[config.mk]
export PLATFORM = sky130hd
export DESIGN_NAME = rfdc_sync_sequencer
export DESIGN_NICKNAME = d
export VERILOG_FILES = /design/src/rtl/rfdc_sync_pkg.sv /design/src/rtl/rfdc_reset_pulse_gen.sv /design/src/rtl/rfdc_sync_sequencer.sv
export SDC_FILE = /design/constraint.sdc
export NUM_CORES = 1
export LEC_CHECK = 0
export BUFFER_PORTS_ARGS = -buffer_cell sky130_fd_sc_hd__buf_2
export CORE_MARGIN = 3
export CORE_UTILIZATION = 29
export DETAILED_ROUTE_END_ITERATION = 7
export GPL_ROUTABILITY_DRIVEN = 0
export PLACE_DENSITY = 0.54
export SYNTH_ARGS = -nofsm -noshare
export SYNTH_HDL_FRONTEND = slang
export SYNTH_SLANG_ARGS = --single-unit
[constraint.sdc]
create_clock -name clk -period 5.22 [get_ports clk]
set_input_delay 0.261 -clock clk [delete_from_list [all_inputs] [get_ports clk]]
set_output_delay 0.261 -clock clk [all_outputs]
set_load 0.01 [all_outputs]
[src/rtl/rfdc_sync_pkg.sv]
// Shared definitions for the RFDC sync/reset controller.
//   Register byte offsets relative to BASE_ADDR.
//   Bit positions inside the NCO_CTRL and GEARBOX registers.
//   FSM state enum for the NCO reset sequencer.
package rfdc_sync_pkg;

  localparam logic [19:0] NCO_CTRL_OFS    = 20'h0;
  localparam logic [19:0] GEARBOX_OFS     = 20'h4;
  localparam logic [19:0] PULSE_WIDTH_OFS = 20'h8;

  localparam int unsigned START_BIT          = 0;
  localparam int unsigned BUSY_BIT           = 0;
  localparam int unsigned DONE_BIT           = 1;
  localparam int unsigned FAILED_BIT         = 8;
  localparam int unsigned SYSREF_WAIT_LSB    = 16;
  localparam int unsigned SYSREF_WAIT_EN_BIT = 24;
  localparam int unsigned DAC_REQ_LSB        = 16;

  localparam int unsigned PULSE_CNT_W = 4;

  typedef enum logic [1:0] {
    ST_IDLE,
    ST_ARM,
    ST_ASSERT,
    ST_RELEASE
  } seq_state_e;

endpackage

[src/rtl/rfdc_reset_pulse_gen.sv]
// Gearbox reset pulse stretcher for one channel.
//   clk, rst : data clock, synchronous active-high reset
//   req      : one-cycle request; (re)loads the counter with width
//   width    : pulse lasts width+1 cycles
//   pulse    : reset output, high from the cycle after req
module rfdc_reset_pulse_gen
  import rfdc_sync_pkg::*;
(
  input  logic                   clk,
  input  logic                   rst,
  input  logic                   req,
  input  logic [PULSE_CNT_W-1:0] width,
  output logic                   pulse
);

  logic [PULSE_CNT_W-1:0] cnt_q, cnt_d;
  logic                   active_q, active_d;

  // A request while active simply reloads, so the pulse continues without a gap.
  always_comb begin
    cnt_d    = cnt_q;
    active_d = active_q;
    if (req) begin
      cnt_d    = width;
      active_d = 1'b1;
    end else if (active_q) begin
      if (cnt_q == '0) begin
        active_d = 1'b0;
      end else begin
        cnt_d = cnt_q - 1'b1;
      end
    end
  end

  always_ff @(posedge clk) begin
    if (rst) begin
      cnt_q    <= '0;
      active_q <= 1'b0;
    end else begin
      cnt_q    <= cnt_d;
      active_q <= active_d;
    end
  end

  assign pulse = active_q;

endmodule

[src/rtl/rfdc_sync_sequencer.sv]
// RFDC sync/reset controller behind a single CtrlPort slave.
//   clk, rst               : RFDC data clock, synchronous active-high reset
//   s_ctrlport_req_*       : CtrlPort request (wr, rd, 20-bit byte addr, 32-bit data)
//   s_ctrlport_resp_*      : registered one-cycle ack, status (always 0), read data
//   sysref_pulse           : one-cycle SYSREF strobe in clk domain
//   nco_reset              : NCO reset level driven by the sequencer FSM
//   adc_reset / dac_reset  : per-channel gearbox reset pulses
module rfdc_sync_sequencer
  import rfdc_sync_pkg::*;
#(
  parameter int NUM_CHANNELS   = 4,
  parameter int TIMEOUT_CYCLES = 65535,
  parameter int BASE_ADDR      = 0
) (
  input  logic                    clk,
  input  logic                    rst,
  input  logic                    s_ctrlport_req_wr,
  input  logic                    s_ctrlport_req_rd,
  input  logic [19:0]             s_ctrlport_req_addr,
  input  logic [31:0]             s_ctrlport_req_data,
  output logic                    s_ctrlport_resp_ack,
  output logic [1:0]              s_ctrlport_resp_status,
  output logic [31:0]             s_ctrlport_resp_data,
  input  logic                    sysref_pulse,
  output logic                    nco_reset,
  output logic [NUM_CHANNELS-1:0] adc_reset,
  output logic [NUM_CHANNELS-1:0] dac_reset
);

  localparam int              TMO_W    = $clog2(TIMEOUT_CYCLES + 1);
  localparam logic [19:0]     BASE     = 20'(BASE_ADDR);
  localparam logic [TMO_W-1:0] TMO_LAST = TMO_W'(TIMEOUT_CYCLES - 1);

  seq_state_e              state_q, state_d;
  logic [7:0]              sysref_wait_q, sysref_wait_d;
  logic [7:0]              snap_q, snap_d;
  logic [7:0]              cnt_q, cnt_d;
  logic [TMO_W-1:0]        tmo_q, tmo_d;
  logic                    done_q, done_d;
  logic                    failed_q, failed_d;
  logic                    nco_q, nco_d;
  logic [PULSE_CNT_W-1:0]  pulse_width_q, pulse_width_d;
  logic                    ack_q, ack_d;
  logic [31:0]             resp_data_q, resp_data_d;

  logic                    sel_nco, sel_gb, sel_pw, decoded;
  logic                    start;
  logic [NUM_CHANNELS-1:0] adc_req, dac_req;
  logic [31:0]             rd_data;
  logic                    unused_req_data;

  assign unused_req_data = ^s_ctrlport_req_data;

  // CtrlPort decode, register writes and response
  always_comb begin
    sel_nco = (s_ctrlport_req_addr == BASE + NCO_CTRL_OFS);
    sel_gb  = (s_ctrlport_req_addr == BASE + GEARBOX_OFS);
    sel_pw  = (s_ctrlport_req_addr == BASE + PULSE_WIDTH_OFS);
    decoded = sel_nco | sel_gb | sel_pw;

    sysref_wait_d = sysref_wait_q;
    if (s_ctrlport_req_wr && sel_nco && s_ctrlport_req_data[SYSREF_WAIT_EN_BIT]) begin
      sysref_wait_d = s_ctrlport_req_data[SYSREF_WAIT_LSB +: 8];
    end
    pulse_width_d = pulse_width_q;
    if (s_ctrlport_req_wr && sel_pw) begin
      pulse_width_d = s_ctrlport_req_data[PULSE_CNT_W-1:0];
    end
    start   = s_ctrlport_req_wr && sel_nco && s_ctrlport_req_data[START_BIT];
    adc_req = (s_ctrlport_req_wr && sel_gb) ? s_ctrlport_req_data[NUM_CHANNELS-1:0] : '0;
    dac_req = (s_ctrlport_req_wr && sel_gb) ? s_ctrlport_req_data[DAC_REQ_LSB +: NUM_CHANNELS] : '0;

    rd_data = '0;
    if (sel_nco) begin
      rd_data[BUSY_BIT]                 = (state_q != ST_IDLE);
      rd_data[DONE_BIT]                 = done_q;
      rd_data[FAILED_BIT]               = failed_q;
      rd_data[SYSREF_WAIT_LSB +: 8]     = sysref_wait_q;
    end else if (sel_gb) begin
      rd_data[NUM_CHANNELS-1:0]         = adc_reset;
      rd_data[DAC_REQ_LSB +: NUM_CHANNELS] = dac_reset;
    end else if (sel_pw) begin
      rd_data[PULSE_CNT_W-1:0]          = pulse_width_q;
    end

    // Simultaneous rd+wr is treated as a write: single ack, no read data.
    ack_d       = (s_ctrlport_req_wr || s_ctrlport_req_rd) && decoded;
    resp_data_d = (s_ctrlport_req_rd && !s_ctrlport_req_wr && decoded) ? rd_data : '0;
  end

  // NCO reset sequencer
  always_comb begin
    state_d  = state_q;
    snap_d   = snap_q;
    cnt_d    = cnt_q;
    tmo_d    = tmo_q;
    done_d   = done_q;
    failed_d = failed_q;
    nco_d    = nco_q;
    unique case (state_q)
      ST_IDLE: begin
        if (start) begin
          state_d  = ST_ARM;
          snap_d   = sysref_wait_d;
          cnt_d    = '0;
          tmo_d    = '0;
          done_d   = 1'b0;
          failed_d = 1'b0;
        end
      end
      ST_ARM: begin
        tmo_d = tmo_q + 1'b1;
        if (tmo_q == TMO_LAST) begin
          failed_d = 1'b1;
          nco_d    = 1'b0;
          state_d  = ST_IDLE;
        end else if (sysref_pulse) begin
          if (cnt_q == snap_q) begin
            nco_d   = 1'b1;
            state_d = ST_ASSERT;
          end else begin
            cnt_d = cnt_q + 8'd1;
          end
        end
      end
      ST_ASSERT: begin
        tmo_d = tmo_q + 1'b1;
        // Completing SYSREF is checked first so it wins over a same-cycle timeout.
        if (sysref_pulse) begin
          nco_d   = 1'b0;
          state_d = ST_RELEASE;
        end else if (tmo_q == TMO_LAST) begin
          failed_d = 1'b1;
          nco_d    = 1'b0;
          state_d  = ST_IDLE;
        end
      end
      ST_RELEASE: begin
        done_d  = 1'b1;
        state_d = ST_IDLE;
      end
      default: state_d = ST_IDLE;
    endcase
  end

  always_ff @(posedge clk) begin
    if (rst) begin
      state_q       <= ST_IDLE;
      sysref_wait_q <= '0;
      snap_q        <= '0;
      cnt_q         <= '0;
      tmo_q         <= '0;
      done_q        <= 1'b0;
      failed_q      <= 1'b0;
      nco_q         <= 1'b0;
      pulse_width_q <= '0;
      ack_q         <= 1'b0;
      resp_data_q   <= '0;
    end else begin
      state_q       <= state_d;
      sysref_wait_q <= sysref_wait_d;
      snap_q        <= snap_d;
      cnt_q         <= cnt_d;
      tmo_q         <= tmo_d;
      done_q        <= done_d;
      failed_q      <= failed_d;
      nco_q         <= nco_d;
      pulse_width_q <= pulse_width_d;
      ack_q         <= ack_d;
      resp_data_q   <= resp_data_d;
    end
  end

  for (genvar ch = 0; ch < NUM_CHANNELS; ch++) begin : g_ch
    rfdc_reset_pulse_gen u_adc (
      .clk   (clk),
      .rst   (rst),
      .req   (adc_req[ch]),
      .width (pulse_width_q),
      .pulse (adc_reset[ch])
    );
    rfdc_reset_pulse_gen u_dac (
      .clk   (clk),
      .rst   (rst),
      .req   (dac_req[ch]),
      .width (pulse_width_q),
      .pulse (dac_reset[ch])
    );
  end

  assign nco_reset              = nco_q;
  assign s_ctrlport_resp_ack    = ack_q;
  assign s_ctrlport_resp_status = 2'b00;
  assign s_ctrlport_resp_data   = resp_data_q;

endmodule

Yosys cells after proc, flatten, opt, wreduce, memory -nomap -nowiden
Cells that the tools add are included.

Bitwise logic cells: 4. Equal/unequal tests: 23. Reduce and logical (&&, ||, !) cells: 53. Multiplexer cells: 81. $add $sub $neg: 10.

Operators by type and width (number): 2-to-1 mux 4 bit (30); 2-to-1 mux 8 bit (5); logical NOT 4 bit (8); 2-to-1 mux 1 bit (32); one-hot mux 16 bit (2 select lines) (1); subtractor 4 x 1 -> 4 bit (second input constant) (8); inequality test 2 bit (second input constant) (13); nonzero test 2 bit (13); AND reduction 2 bit (11); == test 20 x 3 -> 1 bit (second input constant) (1); == test 20 x 4 -> 1 bit (second input constant) (1); logical NOT 20 bit (1); adder 16 x 1 -> 16 bit (second input constant) (1); == test 16 bit (second input constant) (1); 2-to-1 mux 16 bit (1); one-hot mux 8 bit (2 select lines) (1); 2-to-1 mux 2 bit (7); inequality test 3 bit (second input constant) (3); adder 8 x 1 -> 8 bit (second input constant) (1); == test 8 bit (1); logical AND 1 bit (8); one-hot mux 2 bit (4 select lines) (1); AND reduction 4 bit (2); OR reduction 3 bit (2); 13 further kinds (18).

Word-level logic and storage cells: 201. Output and inout port bits: 44. Input bits: 57. Register bits after elaboration: 122.

Logic depth before layout (Yosys ltp)
Gate-level depths: netlist of run 1.

Word-level depth: 6. Depth in mapped cells: 8. Gate-level depth less buffers: 8.

Hierarchy
A second synthesis of run 1 with hierarchy kept.

Cell total of the unflattened synthesis: 660. Area total of the unflattened synthesis: 5758.0 um2.

Modules (own cells, without submodules): rfdc_sync_sequencer (area each 3245.6 um2, instances 1, cells an instance 372, seq. area each 1261.2 um2); rfdc_reset_pulse_gen (area each 314.1 um2, instances 8, cells an instance 36, seq. area each 100.1 um2).

Least setup slack after synthesis of run 1
Ideal clock, no wire load.

Path type: reg2reg. From: reg state_q[0]. To: reg tmo_q[6]. Path buffers: 0. Required time: 5.150 ns. Data arrival time: 1.860 ns. Setup slack: 3.290 ns. Stages on the path, launching flop included: 8. Clock period less this slack: 1.930 ns. Library setup time: 0.070 ns. Path through: dfxtp_1 -> inv_1 -> ha_1 -> nand3_1 -> o31ai_4 -> nand2_2 -> or4_1 -> a21oi_1.

Cells in the longest elaborated chain, start to end: 4. Elaborated cells on any way between the ends: 8. Classes of those cells: 3 x eq/ne; 1 x mux; 4 x reduce/logical.

RTL lines: start, declared (RTL line rfdc_sync_sequencer.sv:34) `seq_state_e state_q, state_d;`; start signal, assigned (RTL line rfdc_sync_sequencer.sv:160) `state_q <= state_d;`; == test 2 bit or == test 2 x 1 -> 1 bit (tied branches) (RTL line rfdc_sync_sequencer.sv:100) `unique case (state_q)`; OR reduction 2 bit (no source line); nonzero test 2 bit (no source line); AND reduction 2 bit (no source line); end signal, assigned (RTL line rfdc_sync_sequencer.sv:164) `tmo_q <= tmo_d;`; end, declared (RTL line rfdc_sync_sequencer.sv:38) `logic [TMO_W-1:0] tmo_q, tmo_d;`.

Several ways; a longest one is shown, not always the timed one. A chain may end at the register's enable or synchronous reset.

Final worst setup path of run 1
Ends and elaborated chain as after synthesis.

==> results of run 1 <==
worst register-to-register path, stage by stage, from the launching register on:
cell and delay, ns:
dfxtp_1 0.33, inv_1 0.12, ha_1 0.35, nand3_1 0.25
o31ai_4 0.58, nand2_2 0.22, or4_1 0.53, a21oi_1 0.14
kinds of logic after synthesis:
| group | Yosys count | share of synthesized area, % |
|---|---|---|
| AND/OR/NAND/NOR | 229 | 21.83 |
| AO/OA/AOI/OAI | 128 | 16.04 |
| flip-flops | 103 | 39.45 |
| buffers and inverters | 84 | 8.235 |
| XOR/XNOR | 33 | 5.530 |
| multiplexers | 26 | 5.004 |
| adder cells (fa/ha/maj) | 16 | 3.830 |
| other | 1 | 0.07175 |
cell usage after synthesis, types with 3 or more instances:
| library cell | instances | share of area [%] |
|---|---|---|
| inv_1 | 31 | 2.2 |
| a21oi_1 | 34 | 3.3 |
| a211oi_1 | 32 | 4.6 |
| nand3_1 | 19 | 1.8 |
| nor2_1 | 80 | 5.7 |
| a22oi_1 | 4 | 0.57 |
| and2_1 | 13 | 1.6 |
| a21o_1 | 4 | 0.57 |
| mux2i_1 | 25 | 4.8 |
| or2_2 | 3 | 0.36 |
| buf_2 | 5 | 0.48 |
| clkbuf_1 | 17 | 1.2 |
| or3_1 | 7 | 0.84 |
| a31oi_1 | 3 | 0.36 |
| nand4_1 | 8 | 0.96 |
| or4_1 | 4 | 0.57 |
| xnor2_1 | 32 | 5.4 |
| o21ai_0 | 23 | 2.2 |
| dfxtp_1 | 103 | 39 |
| nor3b_1 | 5 | 0.72 |
| nand2_1 | 52 | 3.7 |
| nor3_1 | 10 | 0.96 |
| buf_4 | 29 | 4.2 |
| o31ai_1 | 15 | 2.2 |
| o211ai_1 | 5 | 0.72 |
| ha_1 | 16 | 3.8 |
| nor4_1 | 8 | 0.96 |
| nor2b_1 | 4 | 0.48 |
| and3_1 | 4 | 0.48 |
registers in the layout, indices dropped and copies added (netlist names), 8 cells and up:
signal,flops
s_ctrlport_resp_data,13
cnt_q,8
g_ch.u_dac.cnt_q,16
tmo_q,16
sysref_wait_q,8
g_ch.u_adc.cnt_q,16
snap_q,8
cell type report:
class                   instances  area [um2]  area share [%]
diodes                          1       2.502         0.04249
clock buffers                  12       236.5           4.015
clock inverters                 4       55.05          0.9348
inverters                      32       120.1           2.040
multi-input cells             453        2809           47.69
flip-flops and latches        103        2062           35.01
well taps                     225       281.5           4.780
repair buffers                 63       322.8           5.481
layer usage:
layer,wire [um],track usage [%],up-vias
met3,416,3.243,11
met1,5974,16.77,1969
li1,-,-,2211
met5,0,0,-
met4,157,3.315,0
met2,5475,19.61,68
through the flow:
stage	hold slack, ns	total power, mW
6_report	0.1719	1.578
5_1_grt	0.1762	1.653
4_1_cts	0.1527	1.598
3_5_place_dp	0.4664	0.9198
3_3_place_gp	0.4478	0.9201
2_1_floorplan	0.4049	0.8910
worst paths after layout:
check / end / slack (ns) / from
setup reg to reg: tmo_q[6]$_SDFFE_PP0P_ / 2.63 / state_q[0]$_SDFFE_PP0P_
hold reg to reg: done_q$_SDFFE_PP0P_ / 0.48 / done_q$_SDFFE_PP0P_
setup / recovery: tmo_q[6]$_SDFFE_PP0P_ / 2.63 / state_q[0]$_SDFFE_PP0P_
hold / removal: sysref_wait_q[7]$_SDFF_PP0_ / 0.17 / s_ctrlport_req_data[23]
where the power goes:
group	switching (mW)	total (mW)	internal, mW
Sequential	0.00157	0.789	0.788
Clock	0.301	0.677	0.376
Combinational	0.0764	0.112	0.0355
Total	0.379	1.58	1.20
==> metrics.md, run 1 <==
| Metric | Value |
|---|---|
| Worst-Margin Slew | 0.8868 ns |
| Number of DRC markers in iteration 0 | around 250 |
| Layout cells sized above 1 | between 10% and 20% |
| Max-cap violations | 0 |
| Initial Util | approximately 30% |
| Req. time, crit path | between 5 and 6 ns |
| Run status | completed |
| Max FO, Critical Path | 13 |
| Ys flop type | dfxtp_1 |
| Critical-path top delay cell | o31ai_4 |
| Global-route wire length before repair | 20180 um |
| DR WL/cell | between 10 and 15 um |
| GR Util All Layers | approximately an eighth |
| Root buffer cell | clkbuf_16 |
| Clock Latency Late Sink | roughly 0.34 ns |
| GRT Residual Overflow | 0 |
| Die area | a little under 20000 um2 |
| Synth warn | 0 |
| Worst setup EP type | register |
| Async SR Flop Fraction | 0% |
| Clk sinks | about 100 |
| PD cells | between 200 and 300 nW/um2 |
| DP Area | between 5000 and 6000 um2 |
| Mapped Cells | 620 |
| Final Util | between 30% and 40% |
| DR vias | ~4300 |
| Via density | 4.769 |
| I/O pin cnt | 101 |
| CTS hold repair buffers | 0 |
| Levels on crit path | 7 |
| Critical path's largest stage delay | 0.58 ns |
| Vias in the first global route | 4058 |
| Mapped Avg Cell Area | 8.429 um2 |
| Largest net degree at the start of global routing | 82 |
| Setup Buffers After CTS | 0 |
| CP cell instances | inv_1 > ha_1 > nand3_1 > o31ai_4 > nand2_2 > or4_1 > a21oi_1 |
| Initial antenna violation count | 0 |
| Setup_tns | 0 ns |
| Register bit count reported by yosys | 103 |
| CP top delay family | simple AND/OR/NAND/NOR gates |
| WP buf/inv | 1 |
| Most frequent cells in the layout | dfxtp_1, nor2_1, buf_2 |
| Drt drc | 0 |
| CTS tree | yes |
| R2R depth | 7 |
| Synth unique cells | just under 50 |
| Finished Cell Area | around 5900 um2 |
| Relative slew slack | 40.88% |
| Synthesized area | around 5200 um2 |
| Max clock buf depth | 2 |
| Post-synth EDFFs | 0 |
| H-tree levels | 3 |
| Tcrit/Tclk final | about half |
| Final Max Tran Viols | 0 |
| Die Y | approximately 140 um |
| Area Overhead vs Synth | 12.69% |
| Crit path kind | register to register |
| FMAX | between 0.3 and 0.4 GHz |
| Hold Crit Depth | 3 |
| Post_cts resized | 0 |
| Worst Skew | roughly 0.011 ns |
| Leak Pwr | 2.343 nW |
| Crit path time final | between 2 and 3 ns |
| Final hold viol count | 0 |
| Post-route ant nets | 0 |
| CTS Buf Count | 9 |
| Sequential-to-total area share from yosys stat | 39.45% |
| Data arrival time of the worst path | between 2 and 3 ns |
| Post-DP HPWL | around 8500 um |
| Dpl cells | 876 |
| CTS clk-pin slew, worst paths | approximately 0.070 ns |
| Setup Viol. Count Final | 0 |
| Worst slack at placement | around 2.6 ns |
| Maximum vdd drop | approximately 0.00016 V |
| DRT Pass-1 Iters | 4 |
| Die span in x | between 100 and 150 um |
| Site Rows | 48 |
| Commonest non-fill, non-tap cell in the layout | dfxtp_1 |
| # port buffers | 60 |
| Final wirelength | approximately 12000 um |
| RSZ-0062 raised after global routing | no |
| Core area | approximately 17000 um2 |
| FILL cells | approximately 1800 |
| Final WS setup | between 2 and 3 ns |
| Crit start category | register |
| Layout Nets | about 740 |
| Worst min path class | input port to register |
| Non-Filler Instances | slightly below 900 |
Power figures use the tool's default switching activity.
==> run 2: changes to the inputs <==
Settings changed: PLACE_DENSITY 0.54 to 0.56.
Clock period 5.22 ns to 2.38 ns, I/O delays scaled along.
==> metrics.md, run 2 (synthesized netlist as in run 1, its figures left out) <==
| Metric | Value |
|---|---|
| Worst min path class | input port to register |
| Layout Nets | approximately 750 |
| Leak Pwr | between 2 and 2.5 nW |
| H-tree levels | 3 |
| Biggest regs | g_ch.u_adc.cnt_q (16), g_ch.u_dac.cnt_q (16), tmo_q (16) |
| Post-DP HPWL | 8620 um |
| GRT Residual Overflow | 0 |
| Req. time, crit path | roughly 2.6 ns |
| FMAX | around 0.48 GHz |
| I/O pin cnt | between 100 and 150 |
| DRT Pass-1 Iters | 4 |
| Data arrival time of the worst path | about 2.3 ns |
| CP cell instances | inv_1 > ha_1 > nand4_1 > nor3_1 > and2_1 > o32a_1 > o311ai_0 > o31ai_1 |
| DR vias | approximately 4300 |
| Vias in the first global route | 3951 |
| Via density | between 4 and 5 |
| DP Area | ~5700 um2 |
| Die Y | 140.2 um |
| DR WL/cell | about 14 um |
| Worst Skew | ~0.007 ns |
| Final hold viol count | 0 |
| Dpl cells | a little under 900 |
| Number of DRC markers in iteration 0 | about 240 |
| Run status | completed |
| Final wirelength | 12340 um |
| Setup_tns | 0 ns |
| Drt drc | 0 |
| Critical path's largest stage delay | roughly 0.46 ns |
| Relative slew slack | between 50% and 60% |
| Max FO, Critical Path | 7 |
| Clk sinks | a little over 100 |
| Area Overhead vs Synth | 14.29% |
| Tcrit/Tclk final | 86.90% |
| Final Max Tran Viols | 0 |
| GR Util All Layers | between 10% and 20% |
| Largest net degree at the start of global routing | 60 |
| Worst hold margin | 0.02544 ns |
| Antenna Cells | 0 |
| Crit path kind | register to register |
| Worst-Margin Slew | just over 0.7 ns |
| Max clock buf depth | 2 |
| Post_cts resized | 0 |
| Most frequent cells in the layout | dfxtp_1, nor2_1, buf_2 |
| Non-Filler Instances | ~900 |
| # port buffers | 60 |
| Clock Latency Late Sink | approximately 0.35 ns |
| Critical-path top delay cell | o32a_1 |
| Setup Buffers After CTS | 0 |
| Post-route ant nets | 0 |
| Root buffer cell | clkbuf_16 |
| Worst setup EP type | register |
| Crit start category | register |
| Initial Util | between 20% and 30% |
| PD cells | 589.1 nW/um2 |
| CTS hold repair buffers | 0 |
| Die area | ~20000 um2 |
| CTS tree | yes |
| Core area | 17480 um2 |
| Layout cells sized above 1 | about 15% |
| Site Rows | 48 |
| Maximum vdd drop | between 0.0003 and 0.0004 V |
| Finished Cell Area | around 6000 um2 |
| RSZ-0062 raised after global routing | no |
| Initial antenna violation count | 1 |
| CTS clk-pin slew, worst paths | about 0.070 ns |
| Commonest non-fill, non-tap cell in the layout | dfxtp_1 |
| Setup Viol. Count Final | 0 |
| CTS Buf Count | 9 |
| Die span in x | 140.2 um |
| Max-cap violations | 0 |
| Total power | around 3.5 mW |
| Global-route wire length before repair | between 15000 and 20000 um |
| Crit path time final | ~2.1 ns |
-- run 2: changes by cell type in the layout (fill, tap and decap cells not counted) --
| cell | delta |
|---|---|
| buf_4 | +10 |
| clkbuf_1 | -3 |
| clkbuf_8 | +1 |
| diode_2 | -1 |
| inv_6 | +1 |
-- run 2: final cells by class --
type                    instances  area (um2)
inverters                      32       120.1
multi-input cells             453        2809
clock inverters                 5       63.81
flip-flops and latches        103        2062
well taps                     225       281.5
clock buffers                  10       239.0
fillers                      1830       11500
repair buffers                 73       397.9
-- run 2: metrics by stage --
step | setup slack (ns) | util (%)
final | 0.3119 | 34.18
after global routing | 0.04357 | 34.18
after CTS | 0.2787 | 34.18
after detailed placement | 0.3131 | 32.45
after global placement | 0.3225 | 32.45
after floorplan | 0.4497 | -
-- run 2: worst paths after layout --
kind | endpoint | slack, ns | from | cells past startpoint
worst max-delay path | cnt_q[7]$_SDFFE_PP0P_ | 0.31 | tmo_q[0]$_SDFFE_PP0P_ | 8
worst max register to register | cnt_q[7]$_SDFFE_PP0P_ | 0.31 | tmo_q[0]$_SDFFE_PP0P_ | 8
worst min register to register | s_ctrlport_resp_data[8]$_SDFF_PP0_ | 0.46 | failed_q$_SDFFE_PP0P_ | 1
worst min-delay path | sysref_wait_q[4]$_SDFF_PP0_ | 0.03 | s_ctrlport_req_data[20] | 3
-- run 2: routing by layer --
metal  GRT usage (%)  routed length, um  up-vias
li1                -                  -     2223
met1           16.38               5960     1983
met2           19.98               5757       62
met3           3.687                477       12
met4           3.264                139        2
met5               0                  9        -
-- run 2: report_power, final --
group,leakage [nW],switching [mW],internal [mW]
Combinational,1.42,0.172,0.0889
Sequential,0.829,0.00349,1.73
Clock,0.146,0.679,0.848
-- run 2: worst max-delay path: cells and delay by family, from the launching register on --
kind / cells / cell delay (ns)
flip-flops: 1 / 0.36
AO/OA/AOI/OAI: 3 / 0.94
buffers and inverters: 1 / 0.07
adder cells (fa/ha/maj): 1 / 0.19
AND/OR/NAND/NOR: 3 / 0.37
==> run 3: changes to the inputs <==
Settings changed: CAP_MARGIN set to 25, PLACE_DENSITY 0.56 to 0.54.
Clock period 2.38 ns to 2.21 ns, I/O delays scaled along.
==> metrics.md, run 3 (synthesized netlist as in run 1, its figures left out) <==
| Metric | Value |
|---|---|
| Worst R2R End | cnt_q[7]$_SDFFE_PP0P_ |
| DR WL/cell | between 10 and 15 um |
| I/O pin cnt | between 100 and 150 |
| Site Rows | 48 |
| Via density | ~4.7 |
| H-tree levels | 3 |
| CTS clk-pin slew, worst paths | around 0.070 ns |
| Final wirelength | between 10000 and 15000 um |
| Clk sinks | roughly 100 |
| FMAX | between 0.5 and 0.6 GHz |
| Area Overhead vs Synth | 15.49% |
| Worst Skew | between 0.006 and 0.007 ns |
| Root buffer cell | clkbuf_16 |
| R2R depth | 7 |
| Global-route wire length before repair | between 20000 and 25000 um |
| Core area | between 15000 and 20000 um2 |
| Number of DRC markers in iteration 0 | 204 |
| Layout Nets | ~760 |
| Biggest regs | g_ch.u_adc.cnt_q (16), g_ch.u_dac.cnt_q (16), tmo_q (16) |
| Leak Pwr | between 2 and 2.5 nW |
| Setup Viol. Count Final | 0 |
| Final hold viol count | 0 |
| Relative slew slack | 54.58% |
| Flop2flop setup slack | approximately 0.21 ns |
| Worst-Margin Slew | a little under 0.7 ns |
| Post-DP HPWL | slightly below 9000 um |
| Run status | completed |
| Data arrival time of the worst path | 2.26 ns |
| GR Util All Layers | between 10% and 20% |
| CTS hold repair buffers | 0 |
| Layout cells sized above 1 | between 15 and 20% |
| Req. time, crit path | around 2.5 ns |
| Finished Cell Area | just over 6000 um2 |
| Largest net degree at the start of global routing | slightly above 60 |
| Critical path's largest stage delay | around 0.35 ns |
| Hold Crit Depth | 3 |
| DR vias | approximately 4300 |
| CTS tree | yes |
| WP buf/inv | 2 |
| FILL cells | roughly 1800 |
| RR Startpoint | state_q[1]$_SDFFE_PP0P_ |
| Vias in the first global route | between 4000 and 5000 |
| GRT Residual Overflow | 0 |
| Hold Crit Start | s_ctrlport_req_data[23] |
| DP Area | 5761 um2 |
| Die span in x | between 100 and 150 um |
| Initial antenna violation count | 0 |
| Setup_tns | 0 ns |
| Total power | between 3 and 4 mW |
| Antenna Cells | 0 |
| CP top delay family | compound AO/OA/AOI/OAI gates |
| Final Max Tran Viols | 0 |
| Post-route ant nets | 0 |
| Crit start category | register |
| CP cell instances | inv_1 > ha_1 > nand3_1 > o31ai_4 > buf_4 > nand3_1 > o31ai_1 |
| Crit path time final | ~2 ns |
| Worst min path class | input port to register |
| Commonest non-fill, non-tap cell in the layout | dfxtp_1 |
| Drt drc | 0 |
| # port buffers | 60 |
| RSZ-0062 raised after global routing | no |
| Die Y | approximately 140 um |
| Tcrit/Tclk final | just over 90% |
| Hold endpoint | sysref_wait_q[7]$_SDFF_PP0_ |
| Max-cap violations | 0 |
| Die area | ~20000 um2 |
| Max FO, Critical Path | 7 |
| Clock Latency Late Sink | 0.35 ns |
| Crit path top cell by count | nand3_1 |
| Max clock buf depth | 2 |
| Crit path kind | register to register |
| Worst setup EP type | register |
| CTS Buf Count | 9 |
| Critical-path top delay cell | dfxtp_1 |
| PD cells | between 600 and 700 nW/um2 |
| DRT Pass-1 Iters | 4 |
| Most frequent cells in the layout | dfxtp_1, nor2_1, buf_2 |
| Maximum vdd drop | 0.0003176 V |
| Initial Util | 29.90% |
run 3: cell types whose count changed in the layout (fill, tap and decap cells not counted):
cell,change
bufinv_16,-1
inv_6,+1
clkbuf_1,+1
nor2_2,+1
o311ai_0,-2
buf_4,+12
clkinv_4,-1
nor2_1,-1
o311ai_1,+2
clkinv_2,+2
clkbuf_8,-1
run 3: timing repair:
action                                  CTS  global route
buffers inserted                          0             0
gates resized for setup                   0             3
endpoints found under the setup margin    0             4
hold endpoints to repair                  0             0
run 3: final cells by class:
class | instances | area [um2] | share of cell area, %
clock inverters | 6 | 43.79 | 0.7255
clock buffers | 10 | 229.0 | 3.794
flip-flops and latches | 103 | 2062 | 34.16
inverters | 32 | 120.1 | 1.990
well taps | 225 | 281.5 | 4.664
repair buffers | 85 | 488.0 | 8.085
multi-input cells | 453 | 2811 | 46.58
run 3: where the power goes:
| part | internal [mW] | total, mW | switching [mW] |
|---|---|---|---|
| Combinational | 0.109 | 0.298 | 0.189 |
| Clock | 0.774 | 1.51 | 0.741 |
| Sequential | 1.86 | 1.86 | 0.00372 |
| Total | 2.74 | 3.68 | 0.934 |
run 3: worst max-delay path by stage:
stage	cells after the start	slack, ns	startpoint	endpoint
5_1_grt	7	0.01	state_q[0]$_SDFFE_PP0P_	cnt_q[7]$_SDFFE_PP0P_
2_1_floorplan	7	0.28	state_q[0]$_SDFFE_PP0P_	tmo_q[6]$_SDFFE_PP0P_
3_5_place_dp	8	0.18	tmo_q[0]$_SDFFE_PP0P_	cnt_q[7]$_SDFFE_PP0P_
3_3_place_gp	8	0.19	tmo_q[0]$_SDFFE_PP0P_	cnt_q[2]$_SDFFE_PP0P_
4_1_cts	8	0.17	tmo_q[0]$_SDFFE_PP0P_	cnt_q[7]$_SDFFE_PP0P_
6_report	7	0.21	state_q[1]$_SDFFE_PP0P_	cnt_q[7]$_SDFFE_PP0P_
run 3: worst register-to-register path: stages (launching register included):
cell,delay (ns)
dfxtp_1,0.35
inv_1,0.12
ha_1,0.19
nand3_1,0.20
o31ai_4,0.34
buf_4,0.18
nand3_1,0.22
o31ai_1,0.31
run 3: per-layer routing:
| layer | global-route usage (%) | share of wire (%) | up-vias |
|---|---|---|---|
| met2 | 20.94 | 47 | 55 |
| met4 | 4.844 | 1.7 | 0 |
| met1 | 17.34 | 48 | 1995 |
| met3 | 1.775 | 3.1 | 13 |
| li1 | - | - | 2253 |
| met5 | 0 | 0 | - |
run 3: per-stage QoR:
| step | worst slack (ns) | utilization [%] | hold WS (ns) | std cells |
|---|---|---|---|---|
| 4_1_cts | 0.1721 | 34.52 | 0.002722 | 914 |
| 2_1_floorplan | 0.2797 | - | 0.2544 | 640 |
| 5_1_grt | 0.01295 | 34.54 | 0.03707 | 914 |
| 3_3_place_gp | 0.1904 | 32.96 | 0.3690 | 898 |
| 3_5_place_dp | 0.1846 | 32.96 | 0.3741 | 898 |
| 6_report | 0.2105 | 34.54 | 0.01165 | 914 |
